File: src/rtl/memory_unit_pkg.sv
// Shared constants and helpers for the status-memory family.
// Holds default sizes, overwrite-policy codes and the occupancy-width helper.
package memory_unit_pkg;

  localparam int DEF_WIDTH = 35;
  localparam int DEF_DEPTH = 8;

  localparam bit MODE_DROP_NEW = 1'b0;
  localparam bit MODE_DROP_OLD = 1'b1;

  // Bits needed to hold an occupancy of 0..depth inclusive.
  function automatic int cnt_w(input int depth);
    return $clog2(depth + 1);
  endfunction

endpackage

File: src/rtl/wrap_ptr.sv
// Modulo-DEPTH pointer with synchronous clear and increment.
// Wraps on an explicit compare, so DEPTH need not be a power of two.
module wrap_ptr #(
  parameter int DEPTH = 8,
  localparam int PW = (DEPTH > 1) ? $clog2(DEPTH) : 1
) (
  input  logic          clk,
  input  logic          arst,
  input  logic          clr,
  input  logic          inc,
  output logic [PW-1:0] ptr
);

  always_ff @(posedge clk or posedge arst) begin
    if (arst) begin
      ptr <= '0;
    end else if (clr) begin
      ptr <= '0;
    end else if (inc) begin
      ptr <= (ptr == PW'(DEPTH - 1)) ? '0 : ptr + 1'b1;
    end
  end

endmodule

File: src/rtl/memory_log_buffer.sv
// Circular history of the last DEPTH status words with FIFO read-back,
// a "latest word" output, occupancy flags and a selectable full policy.
module memory_log_buffer
  import memory_unit_pkg::*;
#(
  parameter int WIDTH     = DEF_WIDTH,
  parameter int DEPTH     = DEF_DEPTH,
  parameter bit OVERWRITE = MODE_DROP_OLD
) (
  input  logic                    clk,
  input  logic                    arst,
  input  logic                    clr,
  input  logic                    wren,
  input  logic [WIDTH-1:0]        din,
  input  logic                    rden,
  output logic [WIDTH-1:0]        dout,
  output logic                    dvalid,
  output logic [WIDTH-1:0]        last,
  output logic [cnt_w(DEPTH)-1:0] count,
  output logic                    empty,
  output logic                    full,
  output logic                    overflow,
  output logic                    underflow
);

  localparam int CW = cnt_w(DEPTH);
  localparam int PW = (DEPTH > 1) ? $clog2(DEPTH) : 1;

  logic [WIDTH-1:0] mem [DEPTH];
  logic [PW-1:0]    wr_ptr;
  logic [PW-1:0]    rd_ptr;
  logic             do_rd;
  logic             do_wr;
  logic             drop_old;
  logic             ovf_set;
  logic             udf_set;
  logic [CW-1:0]    count_nxt;

  // A read alongside a write when full frees the slot, so only a lone write
  // while full counts as an overflow.
  always_comb begin
    do_rd     = rden && !empty;
    udf_set   = rden && empty;
    ovf_set   = wren && full && !rden;
    drop_old  = ovf_set && (OVERWRITE == MODE_DROP_OLD);
    do_wr     = wren && (!full || rden || drop_old);
    count_nxt = count;
    if (do_wr && !do_rd && !drop_old) begin
      count_nxt = count + 1'b1;
    end else if (do_rd && !do_wr) begin
      count_nxt = count - 1'b1;
    end
  end

  wrap_ptr #(.DEPTH(DEPTH)) u_wr_ptr (
    .clk  (clk),
    .arst (arst),
    .clr  (clr),
    .inc  (do_wr),
    .ptr  (wr_ptr)
  );

  wrap_ptr #(.DEPTH(DEPTH)) u_rd_ptr (
    .clk  (clk),
    .arst (arst),
    .clr  (clr),
    .inc  (do_rd || drop_old),
    .ptr  (rd_ptr)
  );

  always_ff @(posedge clk) begin
    if (do_wr && !clr) begin
      mem[wr_ptr] <= din;
    end
  end

  // Clear empties the buffer but keeps dout and last as seen by the display path.
  always_ff @(posedge clk or posedge arst) begin
    if (arst) begin
      count     <= '0;
      empty     <= 1'b1;
      full      <= 1'b0;
      overflow  <= 1'b0;
      underflow <= 1'b0;
      dvalid    <= 1'b0;
      dout      <= '0;
      last      <= '0;
    end else if (clr) begin
      count     <= '0;
      empty     <= 1'b1;
      full      <= 1'b0;
      overflow  <= 1'b0;
      underflow <= 1'b0;
      dvalid    <= 1'b0;
    end else begin
      count  <= count_nxt;
      empty  <= (count_nxt == '0);
      full   <= (count_nxt == CW'(DEPTH));
      dvalid <= do_rd;
      if (do_rd) begin
        dout <= mem[rd_ptr];
      end
      if (do_wr) begin
        last <= din;
      end
      if (ovf_set) begin
        overflow <= 1'b1;
      end
      if (udf_set) begin
        underflow <= 1'b1;
      end
    end
  end

endmodule

File: config.mk
export PLATFORM = sky130hd
export DESIGN_NAME = memory_log_buffer
export DESIGN_NICKNAME = d
export VERILOG_FILES = /design/src/rtl/memory_unit_pkg.sv /design/src/rtl/wrap_ptr.sv /design/src/rtl/memory_log_buffer.sv
export SDC_FILE = /design/constraint.sdc
export NUM_CORES = 1
export LEC_CHECK = 0
export BUFFER_PORTS_ARGS = -buffer_cell sky130_fd_sc_hd__buf_2
export CAP_MARGIN = 20
export CELL_PAD_IN_SITES_DETAIL_PLACEMENT = 1
export CELL_PAD_IN_SITES_GLOBAL_PLACEMENT = 1
export CORE_UTILIZATION = 55
export CTS_BUF_LIST = sky130_fd_sc_hd__clkbuf_2
export DETAILED_ROUTE_END_ITERATION = 7
export PLACE_DENSITY_LB_ADDON = 0.1
export SYNTH_ARGS = -nofsm -noshare
export SYNTH_HDL_FRONTEND = slang
export SYNTH_SLANG_ARGS = --single-unit
File: constraint.sdc
create_clock -name clk -period 7.4 [get_ports clk]
set_input_delay 1.11 -clock clk [delete_from_list [all_inputs] [get_ports clk]]
set_output_delay 1.11 -clock clk [all_outputs]
set_load 0.005 [all_outputs]
==> results.yml <==
logic_synthesis:
  yosys.area.top_type: "edfxtp_1"
  ys_top_cells_by_count: "edfxtp_1, nand2_1, dfrtp_1"
  synth_area_um2: 13970
  synth_edf_count: 280
  netlist.area_leader.share_pct: 60.19
  syn_nets: 807
  seq_area_frac_synth_pct: 75.42
  synth_cell_type_count: 35
  synthMostInstantiatedCell: "edfxtp_1"
  syn_area_per_cell_um2: 18.36
  synth_cells: 761
  yosysWarnings: 0
  synth_seq_cells: 365
  yosys-top-cells-area: "edfxtp_1, dfrtp_1, mux4_2"
  async_reset_ff_share_pct: 23.29
  synth_flop_cell: "edfxtp_1"
setup_path:
  cp-start-kind: "primary input"
  timing.rr.end: "dout[29]"
  cp.arrival_ps: 3970
  required_ps: 7910
  critPathCaptureType: "flip-flop"
  reg2reg_from: "u_rd_ptr.ptr[0]"
  startpoint: "wren"
  worst-setup-path-type: "primary input to flip-flop"
  worst-path-max-fanout: 36
  endpoint: "mem[3][16]"
  rrSetupSlack_ps: 4610
  rr_worst_depth: 4
timing:
  fin_crit_sh_pct: 46.79
  max_slew_margin_pct: 25.15
  finalClockSkew_ps: 58.84
  maxSlewViolCount: 0
  tns_ps: 0
  setup_viol: 0
  rsz0062_at_grt: "false"
  layout_setup_ws_ps: 3938
  min_period_ps: 3462
  tightest_slew_ps: 1123
  max_freq_mhz: 288.8
  hold_viol_final: 0
floorplanning:
  die-area_um2: 26040
  dieHeight_um: 161.4
  num_io_pins: 119
  row_count: 57
  die_width_um: 161.4
  start_util_pct: 56.78
  coreArea_um2: 24600
clock_network:
  cts_max_level: 3
  cts_tree: "built"
  cts_buffers: 89
  cts_buffer_depth: 3
  clock_latency_ps: 910
  clkTransAtPathRegs_ps: 120
  postCtsSetupRepairBufs: 0
  clk_root_buffer_cell: "clkbuf_2"
  cts_sinks: 365
  cts_resized: 0
  holdBufCountCts: 0
grt:
  first_global_vias: 8565
  grt_antenna_before_repair: 2
  grt_usage_pct: 25.70
  grt_max_degree: 73
  grt_pass1_wl_mm: 49.03
  grt_overflow: 0
hold_path:
  holdCritPathClass: "primary input to async pin"
placement:
  dpl.hpwl_mm: 18.30
  portBuffers: 118
  gp_congestion: 0.7478
  pre_cts_slack_ps: 3076
drt:
  drt_wl_total_mm: 31.39
  dr_total_vias: 7512
  ant_nets: 0
  drtIter0Drc: 503
  drcViolationCount: 0
  vias_per_cell: 5.564
  drtPass1Iterations: 5
  post_drt_wl_per_cell_um: 23.25
cells_and_area:
  fin_nets: 991
  area_growth_pct: 13.15
  layout-drive-gt1-share_pct: 35.71
status:
  run_status: "completed"
pwr:
  leakagePower_nw: 5.851
  ir_worst_vdd_uv: 117.4
  power_density_nw_per_um2: 281.1
  fin_total_pwr_mw: 4.443
run:
  max_cap_viol_count: 0
==> worst min-delay path by stage <==
stage	end	slack [ps]
final	last[14]	250
after global routing	dout[17]	200
after CTS	dout[28]	200
after floorplan	last[0]	470
after detailed placement	last[26]	460
after global placement	last[33]	450
==> cells by family after synthesis <==
kind of cell / Yosys count / synth area share [%]
compound gates: 44 / 1.729
xor+xnor: 4 / 0.2508
fa+ha+maj: 6 / 0.5374
buf+inv: 44 / 2.275
flops: 365 / 75.42
mux: 112 / 14.29
simple gates: 186 / 5.490
==> area by class of cell <==
type	count	area [µm²]
sequential	365	10550
tap	324	405.4
clock buffer	126	630.6
timing repair buffer	134	735.7
antenna	4	10.01
multi-input combinational	352	3182
inverter	3	13.76
clock inverter	42	284.0
fill	2299	8798
==> critical path, stage by stage <==
cell     delay, ps
buf_2          310
nor2b_4        930
nand2_1        480
nor2_4         670
buf_4          450
==> cells in the final DEF, fill, tap and decap left out, types with 9 or more instances in the layout <==
cell,netlist,final
clkinv_1,0,26
mux4_2,70,70
nand2_1,109,109
clkbuf_2,0,126
mux2i_1,42,42
buf_2,25,118
buf_4,3,14
edfxtp_1,280,280
dfrtp_1,84,81
nor2_1,54,51
clkinv_2,0,9
a21oi_1,37,37
==> report_power, final <==
group / internal, mW / switching, mW / leakage (nW) / total [mW]
sequential: 2.35 / 0.105 / 3.54 / 2.46
combinational: 0.264 / 0.287 / 1.64 / 0.551
clock: 0.610 / 0.825 / 0.668 / 1.43
total: 3.23 / 1.22 / 5.85 / 4.44
==> flip-flops by register name, summed over array words and instances, names as in the netlist <==
name and count:
full 1, u_rd_ptr.ptr 3, u_wr_ptr.ptr 3, overflow 1, last 35, count 4
dvalid 1, mem 280, empty 1, underflow 1, dout 35
==> through the flow <==
step | cell area, µm² | cells | hold WS (ps) | util [%]
2_1_floorplan | 13970 | 761 | 469.7 | -
3_3_place_gp | 14840 | 1176 | 451.9 | 60.32
3_5_place_dp | 14880 | 1178 | 458.8 | 60.48
4_1_cts | 15800 | 1346 | 200.3 | 64.20
5_1_grt | 15810 | 1350 | 196.0 | 64.24
6_report | 15810 | 1350 | 249.2 | 64.24
==> routing by layer <==
layer  wire length [µm]  vias up  share of wire [%]  GRT usage, %
li1                   -     3326                  -             -
met1              12630     3877                 40         32.77
met2              16600      262                 53         44.42
met3               1646       47                5.2         5.316
met4                514        0                1.6         8.276
met5                  0        -                  0             0
(Power assumes the default switching activity.)
